**src/rtl/ram_pkg.sv**
```systemverilog
// Shared types and sizes for the RAM8 bank and its parents.
// Build option: RAM8_BYPASS_EN selects write-through reads.
package ram_pkg;

  typedef enum logic {
    CLEAR = 1'b0,
    READY = 1'b1
  } state_e;

  localparam int RAM8_WORDS  = 8;
  localparam int RAM8_ADDR_W = 3;
  localparam int RAM8_WIDTH  = 16;

  localparam logic [RAM8_ADDR_W-1:0] RAM8_LAST =
    RAM8_ADDR_W'(RAM8_WORDS - 1);

  function automatic logic [RAM8_WORDS-1:0] onehot8(
    input logic [RAM8_ADDR_W-1:0] a
  );
    logic [RAM8_WORDS-1:0] v;
    v = '0;
    v[a] = 1'b1;
    return v;
  endfunction

endpackage

```
**src/rtl/ram8_word.sv**
```systemverilog
// One storage word of the RAM8 bank: plain enabled register.
// Contents are defined by the bank's zeroing sweep, not by reset.
module ram8_word #(
  parameter int WIDTH = 16
) (
  input  logic             clk,
  input  logic             en,
  input  logic [WIDTH-1:0] d,
  output logic [WIDTH-1:0] q
);

  always_ff @(posedge clk) begin
    if (en) q <= d;
  end

endmodule

```
**src/rtl/ram8_bank.sv**
```systemverilog
// Eight-word register bank with hardware zeroing sweep and registered read.
// Build option: RAM8_BYPASS_EN makes honoured writes appear on out at once.
module ram8_bank
  import ram_pkg::*;
#(
  parameter int WIDTH = RAM8_WIDTH
) (
  input  logic                   clk,
  input  logic                   reset_n,
  input  logic [WIDTH-1:0]       in,
  input  logic [RAM8_ADDR_W-1:0] address,
  input  logic                   load,
  input  logic                   clear,
  output logic [WIDTH-1:0]       out,
  output logic                   ready
);

  state_e                 state_q, state_d;
  logic [RAM8_ADDR_W-1:0] cnt_q, cnt_d;
  logic [RAM8_WORDS-1:0]  we;
  logic [WIDTH-1:0]       wdata;
  logic [WIDTH-1:0]       out_d;
  logic [WIDTH-1:0]       word_q [RAM8_WORDS];

  for (genvar i = 0; i < RAM8_WORDS; i++) begin : g_word
    ram8_word #(.WIDTH(WIDTH)) u_word (
      .clk (clk),
      .en  (we[i]),
      .d   (wdata),
      .q   (word_q[i])
    );
  end

  always_comb begin
    state_d = state_q;
    cnt_d   = cnt_q;
    we      = '0;
    wdata   = in;
    out_d   = '0;
    unique case (state_q)
      CLEAR: begin
        wdata = '0;
        we    = onehot8(cnt_q);
        if (clear) begin
          cnt_d = '0;
        end else if (cnt_q == RAM8_LAST) begin
          state_d = READY;
          cnt_d   = '0;
        end else begin
          cnt_d = cnt_q + RAM8_ADDR_W'(1);
        end
      end
      READY: begin
        if (clear) begin
          state_d = CLEAR;
          cnt_d   = '0;
        end else begin
          out_d = word_q[address];
          if (load) begin
            we = onehot8(address);
`ifdef RAM8_BYPASS_EN
            out_d = in;
`endif
          end
        end
      end
      default: begin
        state_d = CLEAR;
        cnt_d   = '0;
      end
    endcase
  end

  always_ff @(posedge clk or negedge reset_n) begin
    if (!reset_n) begin
      state_q <= CLEAR;
      cnt_q   <= '0;
      out     <= '0;
    end else begin
      state_q <= state_d;
      cnt_q   <= cnt_d;
      out     <= out_d;
    end
  end

  assign ready = (state_q == READY);

endmodule

```
**config.mk**
```make
export PLATFORM = sky130hd
export DESIGN_NAME = ram8_bank
export DESIGN_NICKNAME = d
export VERILOG_FILES = /design/src/rtl/ram_pkg.sv /design/src/rtl/ram8_word.sv /design/src/rtl/ram8_bank.sv
export SDC_FILE = /design/constraint.sdc
export NUM_CORES = 1
export LEC_CHECK = 0
export CORE_MARGIN = 1
export CORE_UTILIZATION = 55
export CTS_CLUSTER_SIZE = 8
export DETAILED_ROUTE_END_ITERATION = 8
export GPL_ROUTABILITY_DRIVEN = 0
export PLACE_DENSITY = 0.76
export SETUP_SLACK_MARGIN = 0.3
export SLEW_MARGIN = 15
export SYNTH_ARGS = -nofsm -noshare
export SYNTH_HDL_FRONTEND = slang
export SYNTH_SLANG_ARGS = --single-unit
```
**constraint.sdc**
```tcl
create_clock -name clk -period 4.5 [get_ports clk]
set_input_delay 0.9 -clock clk [delete_from_list [all_inputs] [get_ports clk]]
set_output_delay 0.9 -clock clk [all_outputs]
set_load 0.05 [all_outputs]
```
; ---- Yosys cells after proc, flatten, opt, wreduce, memory -nomap -nowiden
; Index checks and enable logic that the tools add are counted.
[op_classes]
add_sub_neg = 1
magnitude_cmp = 5
eq_ne = 2
muxes = 21
n_bitwise = 2
reduce_logical = 2
[op_table]
columns = cell, count
row1 = $mux 16, 5
row2 = $bmux 16 s3, 1
row3 = $mux 8, 2
row4 = $pmux 8 s2, 1
row5 = $mux 3, 3
row6 = $lt 3x4->1 const B, 2
row7 = $demux 1 s3, 2
row8 = $ge 3x1->1 const B, 2
row9 = $pmux 3 s2, 1
row10 = $mux 1, 5
row11 = $ge 4x4->1 const B, 1
row12 = $not 3->4, 1
row13 = $add 3x1->3 const B, 1
row14 = $eq 3x3->1 const B, 1
row15 = $logic_and 1x1->1, 2
row16 = $ne 2x2->1 const B, 1
row17 = $pmux 1 s2, 1
row18 = $not 1->1, 1
[totals]
ff_bits = 148
inputBits = 23
output_inout_bits = 17

; ---- Logic depth before layout (Yosys ltp)
; Gate-level depths: netlist of the first run.
[depth]
depth_word = 7
depth_mapped = 6
ltp_nobuf = 4

; ---- By module
; Synthesis of the first run repeated with hierarchy kept, for this count alone.
[hier_totals]
cells_unflattened = 370
hier_area_um2 = 5987.0
[by_module_without_submodules]
columns = mod, n_inst, cells_each, area_each_um2, seq_area_each_um2
row1 = ram8_word, 8, 16, 480.5, 480.5
row2 = ram8_bank, 1, 242, 2143.3, 500.5

; ---- Worst setup path after synthesis of the first run
; No wires, ideal clock.
[synth_path]
path_kind = input to register
from = input address[0]
to = register g_word[4].u_word.q[0] (enable)
t_arrival_ns = 2.694
required_ns = 4.084
setup_slack_ns = 1.390
path_stages = 4
path_cell_list = buf_6 buf_4 buf_2 o32ai_1
[synth_via]
elab_chain_len = 7
[synth_rtl]
columns = element, line
row1 = start: declaration, ram8_bank.sv:11  ; input logic [RAM8_ADDR_W-1:0] address,
row2 = $lt 3x4->1 (implied by the code) or $ge 3x1->1 (tied branches), ram_pkg.sv:22  ; v[a] = 1'b1;
row3 = $logic_and 1x1->1 (implied by the code), ram_pkg.sv:22
row4 = $mux 1 (implied by the code), ram_pkg.sv:22
row5 = $demux 1 s3 *, ram_pkg.sv:22
row6 = $mux 8 *, ram8_bank.sv:59  ; if (load) begin
row7 = $mux 8 *, ram8_bank.sv:54  ; if (clear) begin
row8 = $pmux 8 s2 *, ram8_bank.sv:40  ; unique case (state_q)
row9 = net g_word[4].u_word.en, ram8_word.sv:7  ; input logic en,
row10 = end signal: assignment, ram8_word.sv:13  ; if (en) q <= d;
row11 = end: declaration, ram8_word.sv:9  ; output logic [WIDTH-1:0] q
; The timed path passes the listed nets; every way through them passes the cells marked *.
; A chain may end at the register's enable or synchronous reset.

; ---- Worst setup path in the final report of the first run
[layout_path]
from = register state_q (netlist: ready)
to = output ready
[layout_lines]
columns = element, line
row1 = start: declaration, ram8_bank.sv:18  ; state_e state_q, state_d;
row2 = start signal: assignment, ram8_bank.sv:80  ; state_q <= state_d;
row3 = end: declaration, ram8_bank.sv:15  ; output logic ready
; No word-level cell between the ends.

==> results of run 1 <==
## flip-flops by register name, indices dropped and copies added (netlist names)
| register | flops |
|---|---|
| out | 16 |
| g_word.u_word.q | 128 |
| cnt_q | 3 |
| ready | 1 |
## metal layers
metal / wire length [um] / share of wire
met5: 0 / 0
met4: 189 / 0.015
met3: 893 / 0.069
met2: 6524 / 0.50
met1: 5340 / 0.41
## Yosys cell counts, types with 2 or more instances
cell type	count
buf_6	5
o32ai_1	2
edfxtp_1	128
nand2_1	5
nor3b_1	6
a21bo_2	5
mux2i_1	25
nor4b_1	4
and3b_1	11
a32oi_1	7
a31oi_1	24
and4_1	8
a222oi_1	5
buf_2	8
ha_1	2
and3_1	5
o211ai_1	5
o22a_1	8
nor2b_1	8
clkbuf_1	9
o21ai_0	15
o32a_1	3
nor2_1	5
o22ai_1	5
dfrtp_1	20
nand2b_1	8
buf_4	3
nand3_1	2
and2_1	20
## power by group
part	switching [mW]	internal, mW
sequential	0.0192	1.55
clock	0.536	0.953
combinational	0.115	0.0680
total	0.671	2.57
## area by class of cell
cell class,count,area share
well taps,136,0.02394
inverters,1,0.0005281
multi-input cells,198,0.2156
repair buffers,47,0.06055
flip-flops and latches,148,0.6112
clock buffers,18,0.05879
clock inverters,14,0.02940
## cells by family (layout without fill, tap and decap cells)
logic type	after synthesis	count (layout)
flip-flops	148	148
AND/OR/NAND/NOR	89	89
adder cells (fa/ha/maj)	2	2
buffers and inverters	27	80
multiplexers	26	26
AO/OA/AOI/OAI	81	81
## stage by stage
step	cells	hold WS, ns	setup WS, ns
floorplan	373	0.4983	1.390
global placement	530	0.5307	1.244
detailed placement	530	0.5455	1.104
CTS	562	0.5636	1.130
global route	562	0.3821	1.011
finish	562	0.3519	1.161
## how the worst max path moves through the flow
stage / endpoint / cells past startpoint
global placement: g_word[6].u_word.q[11] / 4
detailed placement: g_word[6].u_word.q[15] / 4
finish: ready / 1
CTS: ready / 1
floorplan: g_word[4].u_word.q[0] / 4
global route: ready / 1
==> impl_metrics.ini, run 1 <==
[final_layout]
multi_input_area_sq_mm = 0.001533
num-fill-cells = 690
fin_area_sq_mm = 0.007108
final_common_cell = edfxtp_1
finalNetCount = 438
seq_area_sq_mm = 0.004344
n_antenna_cell = 0
layout-drive-gt1-share = 0.1362
post-route-util = 0.6794
final_cell_mix = 128 x edfxtp_1, 35 x clkdlybuf4s50_1, 25 x mux2i_1
syn_to_final_growth_pct = 18.53

[setup_path]
r2r_end = g_word[6].u_word.q[15]
crit_arrival_ns = 2.44
endpoint_kind = output pin
critPathMaxStageDelay_ns = 0.95
start_kind = register
path_class = register to output pin
crit_buf_inv = 1
cpLargestDelayFamily = flip-flops
reg2regPathDepth = 3
cp_max_fo = 27
worstSetupStartpoint = ready
crit_slowest_cell = dfrtp_1
reg2reg_slack_ns = 1.51
required_ns = 3.60
r2r-start = ready
worstPathCellList = clkdlybuf4s50_1

[global_route]
met3_usage = 0.05886
grt-ovfl-total = 0
grt_pass1_vias = 3557
grt_util_met2 = 0.3864
grt.busiest_layer = met2
grt_use_met1 = 0.3454
grt_max_degree = 47
track_usage = 0.2507
grt_first_pass_wirelength_um = 20420
antenna_found_initial = 0

[power]
finalPower_mw = 3.239
max-vdd-ir-drop_uv = 290.9
leakagePower_nw = 2.497
power_density_mw_per_mm2 = 455.7

[place]
dpl.hpwl_um = 7524
placed_cell_area_sq_mm = 0.006486
port_buffers = 39

[drt]
drtPass1Iterations = 5
drc = 0
antenna_left = 0
wirelength_um = 12950
drt_iter0_markers = 308
vias = 3534
routedWlPerCell_um = 23.04
avgViaCountPerCell = 6.288

[worst_hold_path]
hp-class = input pin to async pin

[yosys]
synth_ff_type = edfxtp_1
netlist_area_sq_mm = 0.005997
yosysSeqAreaShare = 0.7244
synth_area_per_cell_sq_um = 16.08
synth_top_area_cell = edfxtp_1
synth.distinct_cells = 41
syn_inst = 373
synth_top_family_by_area = simple AND/OR/NAND/NOR gates
synthAdderAreaFrac = 0.004173
yosys_register_bits = 148
async_flop_share = 0.1351
synth.area.top_cells = edfxtp_1 64%, dfrtp_1 8.3%, mux2i_1 4.2%, a31oi_1 2.5%, and2_1 2.1%
synth_top_area_share = 0.6409
synth-xor-area-share = 0
synth_edf_count = 128
synthMuxAreaShare = 0.04361
yosys_warnings = 0
synth_compound_area_frac = 0.09764
synth.net_count = 398
synthSimpleGateAreaFrac = 0.1016

[timing]
fin_crit_ns = 3.339
rsz0062_at_grt = no
finalSetupTns_ns = 0
finalHoldViolations = 0
slew_viol_final = 0
period_share = 0.7419
skew_ns = 0.005689
max_slew.worst_pin.slew_ns = 1.144
relSlewSlack = 0.2371
setup_viol = 0
clock.fmax_mhz = 299.5

[clocking]
cts_buffers = 17
cts.clk_slew.worst_paths_ns = 0.06
cts.sink_count = 148
post_cts_resized = 0
post-cts-setup-buffer-count = 0
clkLatencyLatePin_ns = 0.53
htree_levels = 4
root_buffer = clkbuf_8
ctsHoldBuffers = 0
cts_tree = built
clockBufferDepth = 2

[floorplanning]
fp-row-count = 37
dieWidth_um = 106.4
dieArea_sq_mm = 0.01133
initial_core_util = 0.5732
die_h_um = 106.4
core_sq_mm = 0.01046
ioPinCount = 40

[outcome]
status = finished clean

[run]
cap_violations = 0
Note: power is estimated with default switching activity, not from simulation.
==> inputs of run 2 (changes only) <==
--- a/config.mk
+++ b/config.mk
@@ -6,11 +6,11 @@
 export NUM_CORES = 1
 export LEC_CHECK = 0
 export CORE_MARGIN = 1
-export CORE_UTILIZATION = 55
+export CORE_UTILIZATION = 53
 export CTS_CLUSTER_SIZE = 8
 export DETAILED_ROUTE_END_ITERATION = 8
 export GPL_ROUTABILITY_DRIVEN = 0
-export PLACE_DENSITY = 0.76
+export PLACE_DENSITY = 0.77
 export SETUP_SLACK_MARGIN = 0.3
 export SLEW_MARGIN = 15
 export SYNTH_ARGS = -nofsm -noshare
==> constraint.sdc (replaced) <==
create_clock -name clk -period 2.93 [get_ports clk]
set_input_delay 0.586 -clock clk [delete_from_list [all_inputs] [get_ports clk]]
set_output_delay 0.586 -clock clk [all_outputs]
set_load 0.05 [all_outputs]
==> impl_metrics.ini, run 2 (synthesized netlist as in run 1, its figures left out) <==
[timing]
rsz0062_at_grt = no
timing.final.ws_setup_ns = 0.6396
setup_viol = 0
whs_ns = 0.5091
skew_ns = 0.006627
period_share = 0.7817
relSlewSlack = 0.4393
finalSetupTns_ns = 0
clock.fmax_mhz = 436.6
finalHoldViolations = 0
slew_viol_final = 0
max_slew.worst_pin.slew_ns = 0.8393
fin_crit_ns = 2.290

[final_layout]
n_antenna_cell = 0
largest_register = g_word.u_word.q
layout-drive-gt1-share = 0.1553
syn_to_final_growth_pct = 20.20
num-fill-cells = 767
final_cells = 578
final_cell_mix = 128 x edfxtp_1, 35 x clkdlybuf4s50_1, 25 x mux2i_1
finalNetCount = 450
final_common_cell = edfxtp_1
largest_reg_flops = 128
reg_top3 = g_word.u_word.q (128), out (16), cnt_q (3)

[place]
dpl.hpwl_um = 8072
port_buffers = 39
dp.cells = 546
pre_cts_ws_ns = 0.2771

[setup_path]
crit_slowest_cell = dfrtp_1
start_kind = register
critPathMaxStageDelay_ns = 0.68
cp_max_fo = 17
required_ns = 2.34
r2r_end = g_word[4].u_word.q[15]
endpoint_kind = output pin
crit_arrival_ns = 1.70
worstPathCellList = dlygate4sd2_1
crit_buf_inv = 1
r2r-start = ready
path_class = register to output pin
cpLargestDelayFamily = flip-flops
reg2regPathDepth = 4
reg2reg_slack_ns = 0.73

[clocking]
post-cts-setup-buffer-count = 0
cts.sink_count = 148
root_buffer = clkbuf_16
clkLatencyLatePin_ns = 0.42
cts_buffers = 17
ctsHoldBuffers = 0
clockBufferDepth = 2
htree_levels = 4
cts_tree = built
cts.clk_slew.worst_paths_ns = 0.06

[floorplanning]
core_sq_mm = 0.01094
ioPinCount = 40
die_h_um = 108.4
dieWidth_um = 108.4
dieArea_sq_mm = 0.01174
fp-row-count = 38
initial_core_util = 0.5484

[global_route]
grt_max_degree = 37
grt-ovfl-total = 0
antenna_found_initial = 0
grt_pass1_vias = 3577
track_usage = 0.2412
grt_first_pass_wirelength_um = 19850

[power]
finalPower_mw = 4.930
max-vdd-ir-drop_uv = 409.2
leakagePower_nw = 2.566
power_density_mw_per_mm2 = 684.0

[drt]
routedWlPerCell_um = 22.34
drtPass1Iterations = 4
antenna_left = 0
avgViaCountPerCell = 6.285
vias = 3633
drc = 0
drt_iter0_markers = 240
wirelength_um = 12910

[run]
cap_violations = 0

[worst_hold_path]
hp-class = input pin to async pin

[outcome]
status = finished clean
## run 2: cell count changes in the layout (fill, tap and decap cells not counted), sizes merged
cell / previous run / this run
clkinv: 5 / 3
clkbuf: 18 / 24
clkinvlp: 3 / 2
buf: 12 / 23
dlygate4sd2: 0 / 1
inv: 2 / 1
bufinv: 5 / 3
## run 2: where the power goes
| group | switching (mW) | internal, mW |
|---|---|---|
| combinational | 0.179 | 0.117 |
| sequential | 0.0292 | 2.38 |
| clock | 0.802 | 1.43 |
## run 2: through the flow
step | cell area (sq um) | util
global placement | 6594 | 0.6030
global route | 7208 | 0.6592
detailed placement | 6594 | 0.6030
CTS | 7208 | 0.6592
floorplan | 6010 | -
finish | 7208 | 0.6592
## run 2: area by class of cell
| type | count | area, sq um | area share |
|---|---|---|---|
| clock buffer | 24 | 491.7 | 0.06822 |
| multi-input combinational | 198 | 1533 | 0.2126 |
| inverter | 1 | 3.754 | 0.0005207 |
| sequential | 148 | 4344 | 0.6027 |
| clock inverter | 8 | 123.9 | 0.01718 |
| tap | 140 | 175.2 | 0.02430 |
| timing repair buffer | 59 | 536.8 | 0.07447 |
## run 2: what timing repair did
action                                  in CTS  in global routing
endpoints found under the setup margin       1                  0
gates resized for setup                      1                  0
hold endpoints to repair                     0                  0
## run 2: worst max path at each step
stage	startpoint	end	cells after the start	slack, ns
after floorplan	ready	g_word[1].u_word.q[0]	2	0.32
after global placement	clear	g_word[4].u_word.q[9]	5	0.39
after detailed placement	clear	g_word[4].u_word.q[9]	5	0.28
after CTS	ready	ready	1	0.60
after global routing	ready	ready	1	0.56
final	ready	ready	1	0.64
## run 2: routing by layer
layer / track usage / up-vias / part of all wire
li1: - / 1593 / -
met1: 0.3134 / 1839 / 0.40
met2: 0.3731 / 161 / 0.50
met3: 0.06510 / 40 / 0.070
met4: 0.1264 / 0 / 0.029
met5: 0 / - / 0
